### src/rtl/i2c_target_wr.sv
// ---------------------------------------------------------------------------
// i2c_target_wr
//
// Write-only I2C target for the dice design. Oversamples SCL/SDA in the
// system clock domain, decodes START/STOP, and matches a 7-bit device
// address. A matching write is ACKed. The first byte after the address
// loads an 8-bit register pointer. Every following byte produces one
// register-write strobe, and the pointer advances after each byte. Read
// requests and foreign addresses are NAKed and then ignored until the next
// START or STOP.
//
// Ports:
//   clk      system clock (>= 8x SCL rate)
//   rst      asynchronous reset, active-high
//   scl_in   raw SCL from pad
//   sda_in   raw SDA from pad
//   sda_out  constant 0 (open-drain emulation)
//   sda_oe   1 = pull SDA low (ACK)
//   wr_valid one-cycle register-write strobe
//   wr_addr  register address for the current strobe
//   wr_data  register data for the current strobe
//   busy     high from START until STOP
// ---------------------------------------------------------------------------
module i2c_target_wr #(
    parameter logic [6:0] DEV_ADDR    = 7'h70,
    parameter int         SYNC_STAGES = 2
) (
    input  logic       clk,
    input  logic       rst,
    input  logic       scl_in,
    input  logic       sda_in,
    output logic       sda_out,
    output logic       sda_oe,
    output logic       wr_valid,
    output logic [7:0] wr_addr,
    output logic [7:0] wr_data,
    output logic       busy
);

    localparam logic [2:0] S_IDLE     = 3'd0;
    localparam logic [2:0] S_ADDR     = 3'd1;
    localparam logic [2:0] S_ADDR_ACK = 3'd2;
    localparam logic [2:0] S_SUB      = 3'd3;
    localparam logic [2:0] S_SUB_ACK  = 3'd4;
    localparam logic [2:0] S_DATA     = 3'd5;
    localparam logic [2:0] S_DATA_ACK = 3'd6;
    localparam logic [2:0] S_IGNORE   = 3'd7;

    logic [SYNC_STAGES-1:0] scl_sync_q, scl_sync_d;
    logic [SYNC_STAGES-1:0] sda_sync_q, sda_sync_d;
    logic                   scl_hist_q, sda_hist_q;

    logic [2:0] state_q, state_d;
    logic [7:0] shift_q, shift_d;
    logic [2:0] cnt_q, cnt_d;
    logic       full_q, full_d;
    logic [7:0] ptr_q, ptr_d;
    logic       sda_oe_q, sda_oe_d;
    logic       wr_valid_q, wr_valid_d;
    logic [7:0] wr_addr_q, wr_addr_d;
    logic [7:0] wr_data_q, wr_data_d;
    logic       busy_q, busy_d;

    logic scl_s, sda_s;
    logic scl_rise, scl_fall, start_cond, stop_cond, shifting;

    assign scl_sync_d = {scl_sync_q[SYNC_STAGES-2:0], scl_in};
    assign sda_sync_d = {sda_sync_q[SYNC_STAGES-2:0], sda_in};

    assign scl_s = scl_sync_q[SYNC_STAGES-1];
    assign sda_s = sda_sync_q[SYNC_STAGES-1];

    assign scl_rise = scl_s & ~scl_hist_q;
    assign scl_fall = ~scl_s & scl_hist_q;

    // START/STOP require SCL high in both the current and the previous
    // sample, so an SDA change that coincides with an SCL change is treated
    // as an ordinary data edge.
    assign start_cond = scl_s & scl_hist_q & sda_hist_q & ~sda_s;
    assign stop_cond  = scl_s & scl_hist_q & ~sda_hist_q & sda_s;

    assign shifting = (state_q == S_ADDR) || (state_q == S_SUB) || (state_q == S_DATA);

    always_comb begin
        state_d    = state_q;
        shift_d    = shift_q;
        cnt_d      = cnt_q;
        full_d     = full_q;
        ptr_d      = ptr_q;
        sda_oe_d   = sda_oe_q;
        wr_valid_d = 1'b0;
        wr_addr_d  = wr_addr_q;
        wr_data_d  = wr_data_q;
        busy_d     = busy_q;

        if (start_cond) begin
            state_d  = S_ADDR;
            cnt_d    = 3'd0;
            full_d   = 1'b0;
            busy_d   = 1'b1;
            sda_oe_d = 1'b0;
        end else if (stop_cond) begin
            // Any partially shifted byte is simply dropped here.
            state_d  = S_IDLE;
            cnt_d    = 3'd0;
            full_d   = 1'b0;
            busy_d   = 1'b0;
            sda_oe_d = 1'b0;
        end else begin
            if (scl_rise && shifting && !full_q) begin
                shift_d = {shift_q[6:0], sda_s};
                cnt_d   = cnt_q + 3'd1;
                if (cnt_q == 3'd7) begin
                    full_d = 1'b1;
                end
            end

            // All sda_oe changes happen on the synchronised SCL falling edge,
            // so the target never moves SDA while SCL is high.
            if (scl_fall) begin
                case (state_q)
                    S_ADDR: begin
                        if (full_q) begin
                            full_d = 1'b0;
                            cnt_d  = 3'd0;
                            if (shift_q[7:1] == DEV_ADDR && !shift_q[0]) begin
                                state_d  = S_ADDR_ACK;
                                sda_oe_d = 1'b1;
                            end else begin
                                state_d = S_IGNORE;
                            end
                        end
                    end
                    S_ADDR_ACK: begin
                        sda_oe_d = 1'b0;
                        state_d  = S_SUB;
                    end
                    S_SUB: begin
                        if (full_q) begin
                            full_d   = 1'b0;
                            cnt_d    = 3'd0;
                            ptr_d    = shift_q;
                            sda_oe_d = 1'b1;
                            state_d  = S_SUB_ACK;
                        end
                    end
                    S_SUB_ACK: begin
                        sda_oe_d = 1'b0;
                        state_d  = S_DATA;
                    end
                    S_DATA: begin
                        if (full_q) begin
                            full_d     = 1'b0;
                            cnt_d      = 3'd0;
                            wr_valid_d = 1'b1;
                            wr_addr_d  = ptr_q;
                            wr_data_d  = shift_q;
                            sda_oe_d   = 1'b1;
                            state_d    = S_DATA_ACK;
                        end
                    end
                    S_DATA_ACK: begin
                        sda_oe_d = 1'b0;
                        ptr_d    = ptr_q + 8'd1;
                        state_d  = S_DATA;
                    end
                    default: begin
                        sda_oe_d = 1'b0;
                    end
                endcase
            end
        end
    end

    always_ff @(posedge clk or posedge rst) begin
        if (rst) begin
            // Synchronisers reset to the idle-bus level so release of reset
            // never looks like a START or STOP.
            scl_sync_q <= '1;
            sda_sync_q <= '1;
            scl_hist_q <= 1'b1;
            sda_hist_q <= 1'b1;
            state_q    <= S_IDLE;
            shift_q    <= 8'd0;
            cnt_q      <= 3'd0;
            full_q     <= 1'b0;
            ptr_q      <= 8'd0;
            sda_oe_q   <= 1'b0;
            wr_valid_q <= 1'b0;
            wr_addr_q  <= 8'd0;
            wr_data_q  <= 8'd0;
            busy_q     <= 1'b0;
        end else begin
            scl_sync_q <= scl_sync_d;
            sda_sync_q <= sda_sync_d;
            scl_hist_q <= scl_s;
            sda_hist_q <= sda_s;
            state_q    <= state_d;
            shift_q    <= shift_d;
            cnt_q      <= cnt_d;
            full_q     <= full_d;
            ptr_q      <= ptr_d;
            sda_oe_q   <= sda_oe_d;
            wr_valid_q <= wr_valid_d;
            wr_addr_q  <= wr_addr_d;
            wr_data_q  <= wr_data_d;
            busy_q     <= busy_d;
        end
    end

    assign sda_out  = 1'b0;
    assign sda_oe   = sda_oe_q;
    assign wr_valid = wr_valid_q;
    assign wr_addr  = wr_addr_q;
    assign wr_data  = wr_data_q;
    assign busy     = busy_q;

endmodule

### config.mk
export PLATFORM = sky130hd
export DESIGN_NAME = i2c_target_wr
export DESIGN_NICKNAME = d
export VERILOG_FILES = /design/src/rtl/i2c_target_wr.sv
export SDC_FILE = /design/constraint.sdc
export NUM_CORES = 1
export LEC_CHECK = 0
export CAP_MARGIN = 20
export CORE_MARGIN = 8
export CORE_UTILIZATION = 40
export CTS_CLUSTER_SIZE = 40
export DETAILED_ROUTE_END_ITERATION = 8
export GPL_ROUTABILITY_DRIVEN = 0
export PLACE_DENSITY = 0.7
export SKIP_LAST_GASP = 1
export SLEW_MARGIN = 30
export SYNTH_ARGS = -nofsm -noshare
export SYNTH_HDL_FRONTEND = slang
export SYNTH_SLANG_ARGS = --single-unit
### constraint.sdc
create_clock -name clk -period 4.7 [get_ports clk]
set_clock_uncertainty 0.2 [all_clocks]
set_input_delay 0.94 -clock clk [delete_from_list [all_inputs] [get_ports clk]]
set_output_delay 0.94 -clock clk [all_outputs]
set_load 0.03 [all_outputs]
-- After elaboration in Yosys (flattened, before gate mapping)
Cells that the tools add are included.
- register bits after elaboration: 48
- input bits: 4
- output and inout bits: 20
- word-level logic and storage cells: 99
- add/sub/neg operators: 2
- eq/ne operators: 14
- muxes and demuxes: 37
- bitwise gates (word level): 13
- reduce and logical (&&, ||, !) cells: 19
- operator list (kind ; number):
    2-to-1 mux 3 bit ; 13
    2-to-1 mux 1 bit ; 20
    one-hot mux 8 bit (2 select lines) ; 1
    one-hot mux 3 bit (5 select lines) ; 1
    AND reduction 5 bit ; 3
    equality test 3 bit (second input constant) ; 4
    != test 4 bit (second input constant) ; 3
    adder 8 x 1 -> 8 bit (second input constant) ; 1
    2-to-1 mux 8 bit ; 1
    AND 1 bit ; 7
    equality test 7 bit (second input constant) ; 1
    nonzero test 7 bit ; 1
    equality test 3 x 2 -> 1 bit (second input constant) ; 2
    inverter 1 bit ; 6
    != test 4 x 1 -> 1 bit (second input constant) ; 1
    != test 4 x 3 -> 1 bit (second input constant) ; 1
    AND reduction 4 bit ; 1
    nonzero test 2 bit ; 2
    OR reduction 2 bit ; 2
    adder 3 x 1 -> 3 bit (second input constant) ; 1
    equality test 3 x 1 -> 1 bit (second input constant) ; 1
    logical AND 1 bit ; 3
    AND reduction 3 bit ; 1
    nonzero test 3 bit ; 1
    5 further kinds ; 7

-- Depth between registers and ports, before layout
Gate-level depths: netlist of run 1.
- depth after elaboration: 11
- mapped depth: 6
- mapped depth without buffers: 5

-- Least setup slack after synthesis of run 1
OpenSTA, ideal clock, no wires.
- kind: register to register
- start point: register scl_hist_q
- end point: register wr_addr_q[2] (netlist: wr_addr[2])
- setup time: 0.125 ns
- arrival time: 1.677 ns
- data required time: 4.375 ns
- slack: 2.698 ns
- cell stages (with the launch flop): 6
- path buffers: 1
- clock period less this slack: 2.002 ns
- path through: dfstp_2 -> and2b_2 -> nand2_1 -> nor3_4 -> buf_4 -> mux2_2
- word-level cells in the longest chain between the ends: 5
- elaborated cells between the ends (all ways): 9
- classes of those cells: bitwise: 8; reduce/logical: 1
- RTL lines (item ; line ; RTL):
    from (decl) ; 51 ; logic scl_hist_q, sda_hist_q;
    from (signal assigned) ; 196 ; scl_hist_q <= scl_s;
    AND 1 bit ; 79, 80 ;
    AND 1 bit, on equally long branches (2 in series) ; 80, 79 ;
    inverter 1 bit (no source line) ; -- ;
    AND reduction 5 bit (no source line) (*) ; -- ;
    to (signal assigned) ; 205 ; wr_addr_q <= wr_addr_d;
    to (decl) ; 60 ; logic [7:0] wr_addr_q, wr_addr_d;
Mark *: on every way between the ends. The rest lies on a longest branch, timed or not.
A chain may end at the register's enable or synchronous reset.

-- Worst setup path in the final report of run 1
- start point: register busy_q (netlist: busy)
- end point: output busy
- RTL lines (item ; line ; RTL):
    from (decl) ; 62 ; logic busy_q, busy_d;
    from (signal assigned) ; 207 ; busy_q <= busy_d;
    to (decl) ; 37 ; output logic busy
No word-level cell between the ends.

==> impl_metrics.env, run 1 <==
export IMPL_outcome="complete, no violations"
export IMPL_finalMaxSlewViolations=0
export IMPL_end_kind="output pin"
export IMPL_portBuffers=22
export IMPL_remaining_drc_errors=0
export IMPL_syn_area_um2=2190
export IMPL_synth_cells=183
export IMPL_setup_tns_ns=0
export IMPL_antenna_found_initial=0
export IMPL_cp_slowest_stage_delay_ns=0.68
export IMPL_worstPathMaxFanout=3
export IMPL_period_needed_ns=2.50
export IMPL_ys_seq_area_share_pct=55.1
export IMPL_syn_avg_cell_area_um2=12.0
export IMPL_clock_root_buffer="clkbuf_8"
export IMPL_grt_max_degree=49
export IMPL_worstPathRequired_ns=3.56
export IMPL_crit_type="flop to output pin"
export IMPL_p_leak_nw=1.16
export IMPL_clock_fmax_mhz=400
export IMPL_yosys_register_bits=48
export IMPL_path_cells="clkdlybuf4s50_1"
export IMPL_cts_setup_buffers=0
export IMPL_holdBufCountCts=0
export IMPL_slew_headroom_pct=42.5
export IMPL_antenna_cells=0
export IMPL_synth_warnings=0
export IMPL_fillers=520
export IMPL_initial_core_util_pct=40.6
export IMPL_die_h_um=90.0
export IMPL_dieArea_um2=8110
export IMPL_routedWlPerCell_um=14.3
export IMPL_critical_path_top_delay_family="buffers and inverters"
export IMPL_drive_above_1_share_pct=19.5
export IMPL_synth_cell_type_count=40
export IMPL_clkTransAtPathRegs_ns=0.08
export IMPL_wl_um=3950
export IMPL_grtUsageTotal_pct=10.3
export IMPL_cap_viol_max_count=0
export IMPL_io_pins=24
export IMPL_synth_edff_count=0
export IMPL_p_per_area_nw_per_um2=410
export IMPL_viasPerCell=5.28
export IMPL_async_flop_share_pct=100
export IMPL_cp_slowest_cell="clkdlybuf4s50_1"
export IMPL_grt_pass1_vias=1464
export IMPL_overflow=0
export IMPL_drtIter0Drc=146
export IMPL_nets=211
export IMPL_hold_ws_ns=0.159
export IMPL_post_cts_resize_count=0
export IMPL_fp_coreArea_um2=5410
export IMPL_dpl_hpwl_um=2650
export IMPL_first_pass_iters=5
export IMPL_critPathLaunchType="flop"
export IMPL_cts_tree="yes"
export IMPL_ys_dominant_reg_cell="dfrtp_1"
export IMPL_rows=27
export IMPL_path_buf_inv=1
export IMPL_worst_skew_pair_late_latency_ns=0.30
export IMPL_clk_path_buf_depth=2
export IMPL_area_growth_pct=16.0
export IMPL_final_hold_viol_count=0
export IMPL_hp_class="flop to flop"
export IMPL_irDropWorstVdd_mv=0.222
export IMPL_arrival_ns=1.36
export IMPL_dieWidth_um=90.0
export IMPL_cts_max_level=2
export IMPL_cts_sinks=48
export IMPL_antenna_left=0
export IMPL_setup_violations_final=0
export IMPL_num_vias=1463
export IMPL_cts_made_buffers=5
export IMPL_final_cell_area_um2=2540
export IMPL_fin_crit_sh_pct=53.2
export IMPL_grt_pass1_wl_um=6980
export IMPL_post_dp_cell_area_um2=2450
export IMPL_synth_nets=190
export IMPL_rsz0062_at_grt="false"
export IMPL_tightest_slew_ns=0.859
## synthesized netlist by cell type (3+ instances only)
cell type  count  area [um^2]
mux2i_1        5         50.1
a31oi_1        5         31.3
ha_1           3         37.5
mux2_2        16          180
dfstp_2        6          158
nand2_1       13         48.8
mux2_4         7          105
nand3_1        5         25.0
a21oi_1       12         60.1
inv_1          4         15.0
o21ai_0       19         95.1
dfrtp_1       42         1050
nor2_1         7         26.3
## cells by family (layout without fill, tap and decap cells)
| family | Yosys count | after routing | share of synthesized area [%] |
|---|---|---|---|
| flip-flops | 48 | 48 | 55.1 |
| multiplexers | 29 | 29 | 15.8 |
| buffers and inverters | 12 | 34 | 3.20 |
| other | 1 | 1 | 0.171 |
| XOR/XNOR | 2 | 2 | 0.799 |
| AO/OA/AOI/OAI | 46 | 46 | 12.4 |
| AND/OR/NAND/NOR | 42 | 42 | 10.8 |
| adder cells (fa/ha/maj) | 3 | 3 | 1.71 |
## power by group
part           total [mW]  internal (mW)  switching [mW]  leakage (nW)
sequential          0.577          0.483          0.0934         0.621
clock               0.252          0.120           0.132        0.0445
combinational       0.214          0.120          0.0939         0.498
## flip-flops by register name, summed over array words and instances, names as in the netlist, 2 cells and up
register and cells:
sda_sync_q 2, cnt_q 3, state_q 3, wr_data 8, scl_sync_q 2, wr_addr 8
shift_q 8, ptr_q 8
## routing by layer
metal | GRT usage, % | wire (um) | vias to the layer above
met5 | 0 | 0 | -
met4 | 4.16 | 65 | 0
met1 | 12.7 | 1900 | 730
met2 | 16.2 | 1790 | 26
met3 | 3.57 | 189 | 6
li1 | - | - | 701
## final timing paths
check | startpoint | endpoint | slack (ns) | depth (start not counted)
min in group asynchronous | rst | wr_data[2]$_DFFE_PP0P_ | 0.88 | 2
worst min-delay path | scl_sync_q[0]$_DFF_PP1_ | scl_sync_q[1]$_DFF_PP1_ | 0.16 | 0
worst max-delay path | busy$_DFFE_PP0P_ | busy | 2.20 | 1
worst min register to register | scl_sync_q[0]$_DFF_PP1_ | scl_sync_q[1]$_DFF_PP1_ | 0.16 | 0
worst max register to register | scl_hist_q$_DFF_PP1_ | wr_addr[2]$_DFFE_PP0P_ | 2.31 | 4
max in group asynchronous | rst | ptr_q[3]$_DFFE_PP0P_ | 2.95 | 2
## cell usage in the layout, fill, tap and decap left out, types with 2 or more instances in the layout
| cell type | instances |
|---|---|
| and3b_1 | 2 |
| inv_1 | 3 |
| o21ai_0 | 19 |
| nor2_1 | 7 |
| or3_1 | 2 |
| mux2_2 | 16 |
| nand4_1 | 2 |
| nand2_1 | 13 |
| mux2i_1 | 5 |
| nor2b_1 | 2 |
| a31oi_1 | 5 |
| dfstp_2 | 6 |
| o211a_1 | 2 |
| mux2_4 | 7 |
| ha_1 | 3 |
| xor2_1 | 2 |
| nand3_1 | 5 |
| clkdlybuf4s50_1 | 22 |
| nor3_1 | 2 |
| nor4b_1 | 2 |
| a21oi_1 | 12 |
| dfrtp_1 | 42 |
| clkbuf_8 | 6 |
## stage by stage
stage | utilization, % | instances | power [mW] | worst slack (ns)
5_1_grt | 47.0 | 277 | 1.11 | 2.15
2_1_floorplan | - | 183 | 0.741 | 2.43
3_5_place_dp | 45.3 | 269 | 0.798 | 2.32
6_report | 47.0 | 277 | 1.04 | 2.20
3_3_place_gp | 45.3 | 269 | 0.788 | 2.33
4_1_cts | 47.0 | 277 | 1.05 | 2.18
## layout make-up
| class | count | area, um^2 | area share [%] |
|---|---|---|---|
| flip-flops and latches | 48 | 1210 | 47.5 |
| inverters | 4 | 16.3 | 0.640 |
| multi-input cells | 123 | 913 | 35.9 |
| clock inverters | 1 | 7.51 | 0.295 |
| repair buffers | 22 | 220 | 8.66 |
| clock buffers | 7 | 86.3 | 3.40 |
| well taps | 72 | 90.1 | 3.54 |
Power figures use the tool's default switching activity.
==> run 2: changes to the inputs <==
--- a/config.mk
+++ b/config.mk
@@ -11,7 +11,7 @@
 export CTS_CLUSTER_SIZE = 40
 export DETAILED_ROUTE_END_ITERATION = 8
 export GPL_ROUTABILITY_DRIVEN = 0
-export PLACE_DENSITY = 0.7
+export PLACE_DENSITY = 0.72
 export SKIP_LAST_GASP = 1
 export SLEW_MARGIN = 30
 export SYNTH_ARGS = -nofsm -noshare
==> constraint.sdc (replaced) <==
create_clock -name clk -period 2.2 [get_ports clk]
set_clock_uncertainty 0.2 [all_clocks]
set_input_delay 0.44 -clock clk [delete_from_list [all_inputs] [get_ports clk]]
set_output_delay 0.44 -clock clk [all_outputs]
set_load 0.03 [all_outputs]
==> run 2 against run 1 <==
  * Global-route usage hardly changed
  * Wire length rose by 1.2%
  * First-iteration DRC count is 47% lower
  * Final cell count grew 2.2%
  * Via count increased by 0.68%
  * Die area is the same
  * Core utilization up 2.1 points
  * Sequential power rose by 110%
  * Critical path type unchanged
==> impl_metrics.env, run 2 (synthesis gave the netlist of run 1 again) <==
export IMPL_critPathLaunchType="flop"
export IMPL_end_kind="output pin"
export IMPL_final_common_cell="dfrtp_1"
export IMPL_setup_tns_ns=0
export IMPL_rsz0062_at_grt="false"
export IMPL_cts_setup_buffers=0
export IMPL_p_per_area_nw_per_um2=936
export IMPL_p_seq_share_pct=48.0
export IMPL_path_buf_inv=1
export IMPL_worstHoldStart="scl_sync_q[0]$_DFF_PP1_"
export IMPL_area_growth_pct=21.1
export IMPL_holdBufCountCts=0
export IMPL_antenna_found_initial=0
export IMPL_final_hold_viol_count=0
export IMPL_overflow=0
export IMPL_dpl_hpwl_um=2870
export IMPL_arrival_ns=1.36
export IMPL_critical_path_top_delay_family="buffers and inverters"
export IMPL_worst_slack_ns=0.202
export IMPL_share_comb_of_total_power_pct=21.1
export IMPL_p_leak_nw=1.22
export IMPL_pwr_share_clk_pct=30.9
export IMPL_cts_tree="yes"
export IMPL_antenna_cells=0
export IMPL_rows=27
export IMPL_cp_depth=1
export IMPL_fin_crit_sh_pct=90.8
export IMPL_r2r_cells=3
export IMPL_drtIter0Drc=78
export IMPL_power_internal_mw=1.77
export IMPL_irDropWorstVdd_mv=0.632
export IMPL_first_pass_iters=4
export IMPL_crit_start="busy$_DFFE_PP0P_"
export IMPL_fp_coreArea_um2=5410
export IMPL_power_switching_uw=713
export IMPL_num_vias=1473
export IMPL_grt_use_met3_pct=3.24
export IMPL_finalMaxSlewViolations=0
export IMPL_clock_fmax_mhz=501
export IMPL_viasPerCell=5.20
export IMPL_grt_max_degree=19
export IMPL_drive_above_1_share_pct=22.3
export IMPL_hold_ws_ns=0.160
export IMPL_outcome="complete, no violations"
export IMPL_fillers=506
export IMPL_worstPathRequired_ns=1.56
export IMPL_worstPathMaxFanout=3
export IMPL_antenna_left=0
export IMPL_cp_slowest_cell="clkdlybuf4s50_1"
export IMPL_sw_frac_of_total_pct=28.7
export IMPL_portBuffers=22
export IMPL_rrSetupSlack_ns=0.26
export IMPL_r2r_start="state_q[1]$_DFFE_PP0P_"
export IMPL_grt_pass1_wl_um=7090
export IMPL_dieArea_um2=8110
export IMPL_initial_core_util_pct=40.6
export IMPL_worst_skew_pair_late_latency_ns=0.30
export IMPL_remaining_drc_errors=0
export IMPL_period_needed_ns=2.00
export IMPL_cp_slowest_stage_delay_ns=0.68
export IMPL_dieWidth_um=90.0
export IMPL_final_cell_area_um2=2660
export IMPL_die_h_um=90.0
export IMPL_whs_path_depth=0
export IMPL_mostFrequentLayoutCells="dfrtp_1, clkdlybuf4s50_1, o21ai_0, mux2_2, nand2_1"
export IMPL_cap_viol_max_count=0
export IMPL_dp_slack_ns=0.258
export IMPL_cts_sinks=48
export IMPL_grtUsageTotal_pct=10.3
export IMPL_wl_um=4000
export IMPL_multi_input_area_um2=913
export IMPL_post_dp_cell_area_um2=2520
export IMPL_post_cts_resize_count=0
export IMPL_grtUsageMet1_pct=13.2
export IMPL_clock_root_buffer="clkbuf_8"
export IMPL_clkTransAtPathRegs_ns=0.09
export IMPL_hp_class="flop to flop"
export IMPL_path_cells="clkdlybuf4s50_1"
export IMPL_cts_max_level=2
export IMPL_cts_made_buffers=5
export IMPL_grt_busiest_layer="met2"
export IMPL_routedWlPerCell_um=14.1
export IMPL_nets=217
export IMPL_crit_type="flop to output pin"
export IMPL_use_met2_pct=16.2
export IMPL_clk_path_buf_depth=2
export IMPL_grt_pass1_vias=1454
export IMPL_setup_violations_final=0
export IMPL_regArea_um2=1210
export IMPL_io_pins=24
==> run 2: per-layer routing <==
| metal | vias to the layer above | routed length [um] |
|---|---|---|
| met2 | 30 | 1810 |
| met1 | 715 | 1970 |
| met4 | 0 | 53 |
| met3 | 7 | 170 |
| met5 | - | 0 |
| li1 | 721 | - |
==> run 2: area by class of cell <==
type                            count  area share [%]
Sequential cell                    48            45.5
Multi-Input combinational cell    123            34.4
Timing Repair Buffer               28            10.9
Tap cell                           72            3.39
Clock buffer                        5            2.59
Clock inverter                      3            2.59
Inverter                            4           0.566
==> run 2: final timing paths <==
path	to
min reg2reg	scl_sync_q[1]$_DFF_PP1_
min in group asynchronous	wr_data[1]$_DFFE_PP0P_
max	busy
max reg2reg	shift_q[4]$_DFFE_PP0P_
min	scl_sync_q[1]$_DFF_PP1_
max in group asynchronous	wr_addr[7]$_DFFE_PP0P_
==> run 2: power by group through the flow <==
stage / Clock, mW / Sequential, mW / Combinational, mW
final: 0.767 / 1.19 / 0.525
after global routing: 0.813 / 1.22 / 0.583
after CTS: 0.782 / 1.19 / 0.531
after detailed placement: 0 / 1.21 / 0.528
after global placement: 0 / 1.20 / 0.512
after floorplan: 0 / 1.19 / 0.392
==> run 2: stage by stage <==
step                      cells  util (%)  power (mW)
after detailed placement    275      46.6        1.74
after global placement      275      46.6        1.71
after floorplan             183         -        1.58
after global routing        283      49.1        2.61
after CTS                   283      49.1        2.50
final                       283      49.1        2.48
==> run 3: changes to the inputs <==
--- a/config.mk
+++ b/config.mk
@@ -12,6 +12,8 @@
 export DETAILED_ROUTE_END_ITERATION = 8
 export GPL_ROUTABILITY_DRIVEN = 0
 export PLACE_DENSITY = 0.72
+export REMOVE_ABC_BUFFERS = 1
+export SETUP_SLACK_MARGIN = 0.2
 export SKIP_LAST_GASP = 1
 export SLEW_MARGIN = 30
 export SYNTH_ARGS = -nofsm -noshare
==> run 3 against run 2 <==
  * Final cell count is 0.71% higher
  * First-iteration DRC count grew 41%
  * Sequential power hardly changed
  * Critical path depth unchanged
  * Clock power shrank 30%
  * Worst setup slack better by 0.040 ns
  * Sequential share of layout area increased by 0.11 points
  * Global-route usage increased by 0.55 points
  * Flip-flop and latch count unchanged
  * Via count rose by 3.1%
  * Power decreased by 9.0%
  * Register-to-register slack about the same
  * Highest routed layer unchanged
==> impl_metrics.env, run 3 (synthesis gave the netlist of run 1 again) <==
export IMPL_cts_made_buffers=5
export IMPL_final_hold_viol_count=0
export IMPL_r2r_cells=3
export IMPL_irDropWorstVdd_mv=0.499
export IMPL_p_per_area_nw_per_um2=854
export IMPL_area_growth_pct=20.8
export IMPL_num_vias=1518
export IMPL_clk_path_buf_depth=2
export IMPL_routedWlPerCell_um=14.7
export IMPL_initial_core_util_pct=40.6
export IMPL_nets=219
export IMPL_crit_start="wr_addr[7]$_DFFE_PP0P_"
export IMPL_grtUsageTotal_pct=10.9
export IMPL_fin_crit_sh_pct=89.0
export IMPL_clock_fmax_mhz=511
export IMPL_drive_above_1_share_pct=22.5
export IMPL_clkTransAtPathRegs_ns=0.08
export IMPL_antenna_found_initial=0
export IMPL_critPathLaunchType="flop"
export IMPL_regToRegEndpoint="shift_q[5]$_DFFE_PP0P_"
export IMPL_worstPathRequired_ns=1.56
export IMPL_post_dp_cell_area_um2=2510
export IMPL_dp_cells=276
export IMPL_fp_coreArea_um2=5410
export IMPL_power_mw=2.26
export IMPL_die_h_um=90.0
export IMPL_cap_viol_max_count=0
export IMPL_grt_pass1_vias=1543
export IMPL_crit_type="flop to output pin"
export IMPL_dieWidth_um=90.0
export IMPL_holdBufCountCts=0
export IMPL_dp_slack_ns=0.271
export IMPL_worst_skew_pair_late_latency_ns=0.30
export IMPL_mostFrequentLayoutCells="dfrtp_1, o21ai_0, mux2_2, dlymetal6s2s_1, nand2_1"
export IMPL_rows=27
export IMPL_path_buf_inv=1
export IMPL_grt_pass1_wl_um=7290
export IMPL_wl_um=4190
export IMPL_grt_max_degree=34
export IMPL_dpl_hpwl_um=2920
export IMPL_rsz0062_at_grt="true"
export IMPL_cp_endpoint="wr_addr[7]"
export IMPL_first_pass_iters=4
export IMPL_r2r_start="state_q[1]$_DFFE_PP0P_"
export IMPL_period_needed_ns=1.96
export IMPL_cp_depth=1
export IMPL_remaining_drc_errors=0
export IMPL_hold_ws_ns=0.163
export IMPL_cp_slowest_cell="clkdlybuf4s50_1"
export IMPL_cp_slowest_stage_delay_ns=0.67
export IMPL_arrival_ns=1.32
export IMPL_worst_slack_ns=0.242
export IMPL_cts_sinks=48
export IMPL_drtIter0Drc=110
export IMPL_viasPerCell=5.33
export IMPL_antenna_cells=0
export IMPL_critical_path_top_delay_family="buffers and inverters"
export IMPL_io_pins=24
export IMPL_outcome="complete, no violations"
export IMPL_antenna_left=0
export IMPL_p_leak_nw=1.49
export IMPL_setup_tns_ns=0
export IMPL_final_cell_area_um2=2650
export IMPL_fin_util_pct=49.0
export IMPL_instances_no_fill=285
export IMPL_portBuffers=22
export IMPL_dieArea_um2=8110
export IMPL_hp_class="flop to flop"
export IMPL_final_common_cell="dfrtp_1"
export IMPL_clock_root_buffer="clkbuf_8"
export IMPL_overflow=0
export IMPL_end_kind="output pin"
export IMPL_path_cells="clkdlybuf4s50_1"
export IMPL_setup_violations_final=0
export IMPL_cts_tree="yes"
export IMPL_cts_max_level=2
export IMPL_worstPathMaxFanout=2
export IMPL_rrSetupSlack_ns=0.26
export IMPL_finalMaxSlewViolations=0
-- run 3: cell types whose count changed in the layout (fill, tap and decap cells not counted), moves of 2 or more --
cell | previous run | this run
clkdlybuf4s50_1 | 22 | 5
dlymetal6s2s_1 | 0 | 15
buf_4 | 4 | 7
bufinv_16 | 2 | 0
dlygate4sd2_1 | 0 | 2
-- run 3: worst min path at each step --
| stage | endpoint | cells past startpoint | slack, ns | start |
|---|---|---|---|---|
| after floorplan | scl_sync_q[1]$_DFF_PP1_ | 0 | 0.15 | scl_sync_q[0]$_DFF_PP1_ |
| final | scl_sync_q[1]$_DFF_PP1_ | 0 | 0.16 | scl_sync_q[0]$_DFF_PP1_ |
| after detailed placement | scl_sync_q[1]$_DFF_PP1_ | 0 | 0.15 | scl_sync_q[0]$_DFF_PP1_ |
| after global placement | scl_sync_q[1]$_DFF_PP1_ | 0 | 0.15 | scl_sync_q[0]$_DFF_PP1_ |
| after CTS | scl_sync_q[1]$_DFF_PP1_ | 0 | 0.16 | scl_sync_q[0]$_DFF_PP1_ |
| after global routing | scl_sync_q[1]$_DFF_PP1_ | 0 | 0.17 | scl_sync_q[0]$_DFF_PP1_ |
-- run 3: power by group --
group | total (mW) | internal (mW) | switching (mW)
Sequential | 1.20 | 1.03 | 0.163
Clock | 0.539 | 0.255 | 0.283
Combinational | 0.526 | 0.277 | 0.250
Total | 2.26 | 1.57 | 0.695
-- run 3: timing repair --
action / in CTS / in global routing
pin swaps: 0 / 0
gates resized for setup: 2 / 15
gates cloned: 0 / 0
buffers inserted: 0 / 1
endpoints found under the setup margin: 2 / 31
-- run 3: routing by layer --
metal / GRT usage, % / routed length [um] / vias to the layer above
li1: - / - / 724
met2: 16.5 / 1950 / 40
met1: 13.6 / 1980 / 746
met3: 3.16 / 170 / 8
met4: 5.83 / 97 / 0
met5: 0 / 0 / -
-- run 3: area by class of cell --
class,count,area (um^2)
Sequential cell,48,1210
Clock buffer,7,86.3
Multi-Input combinational cell,123,913
Timing Repair Buffer,30,328
Inverter,4,15.0
Clock inverter,1,7.51
Tap cell,72,90.1
Fill cell,492,2760
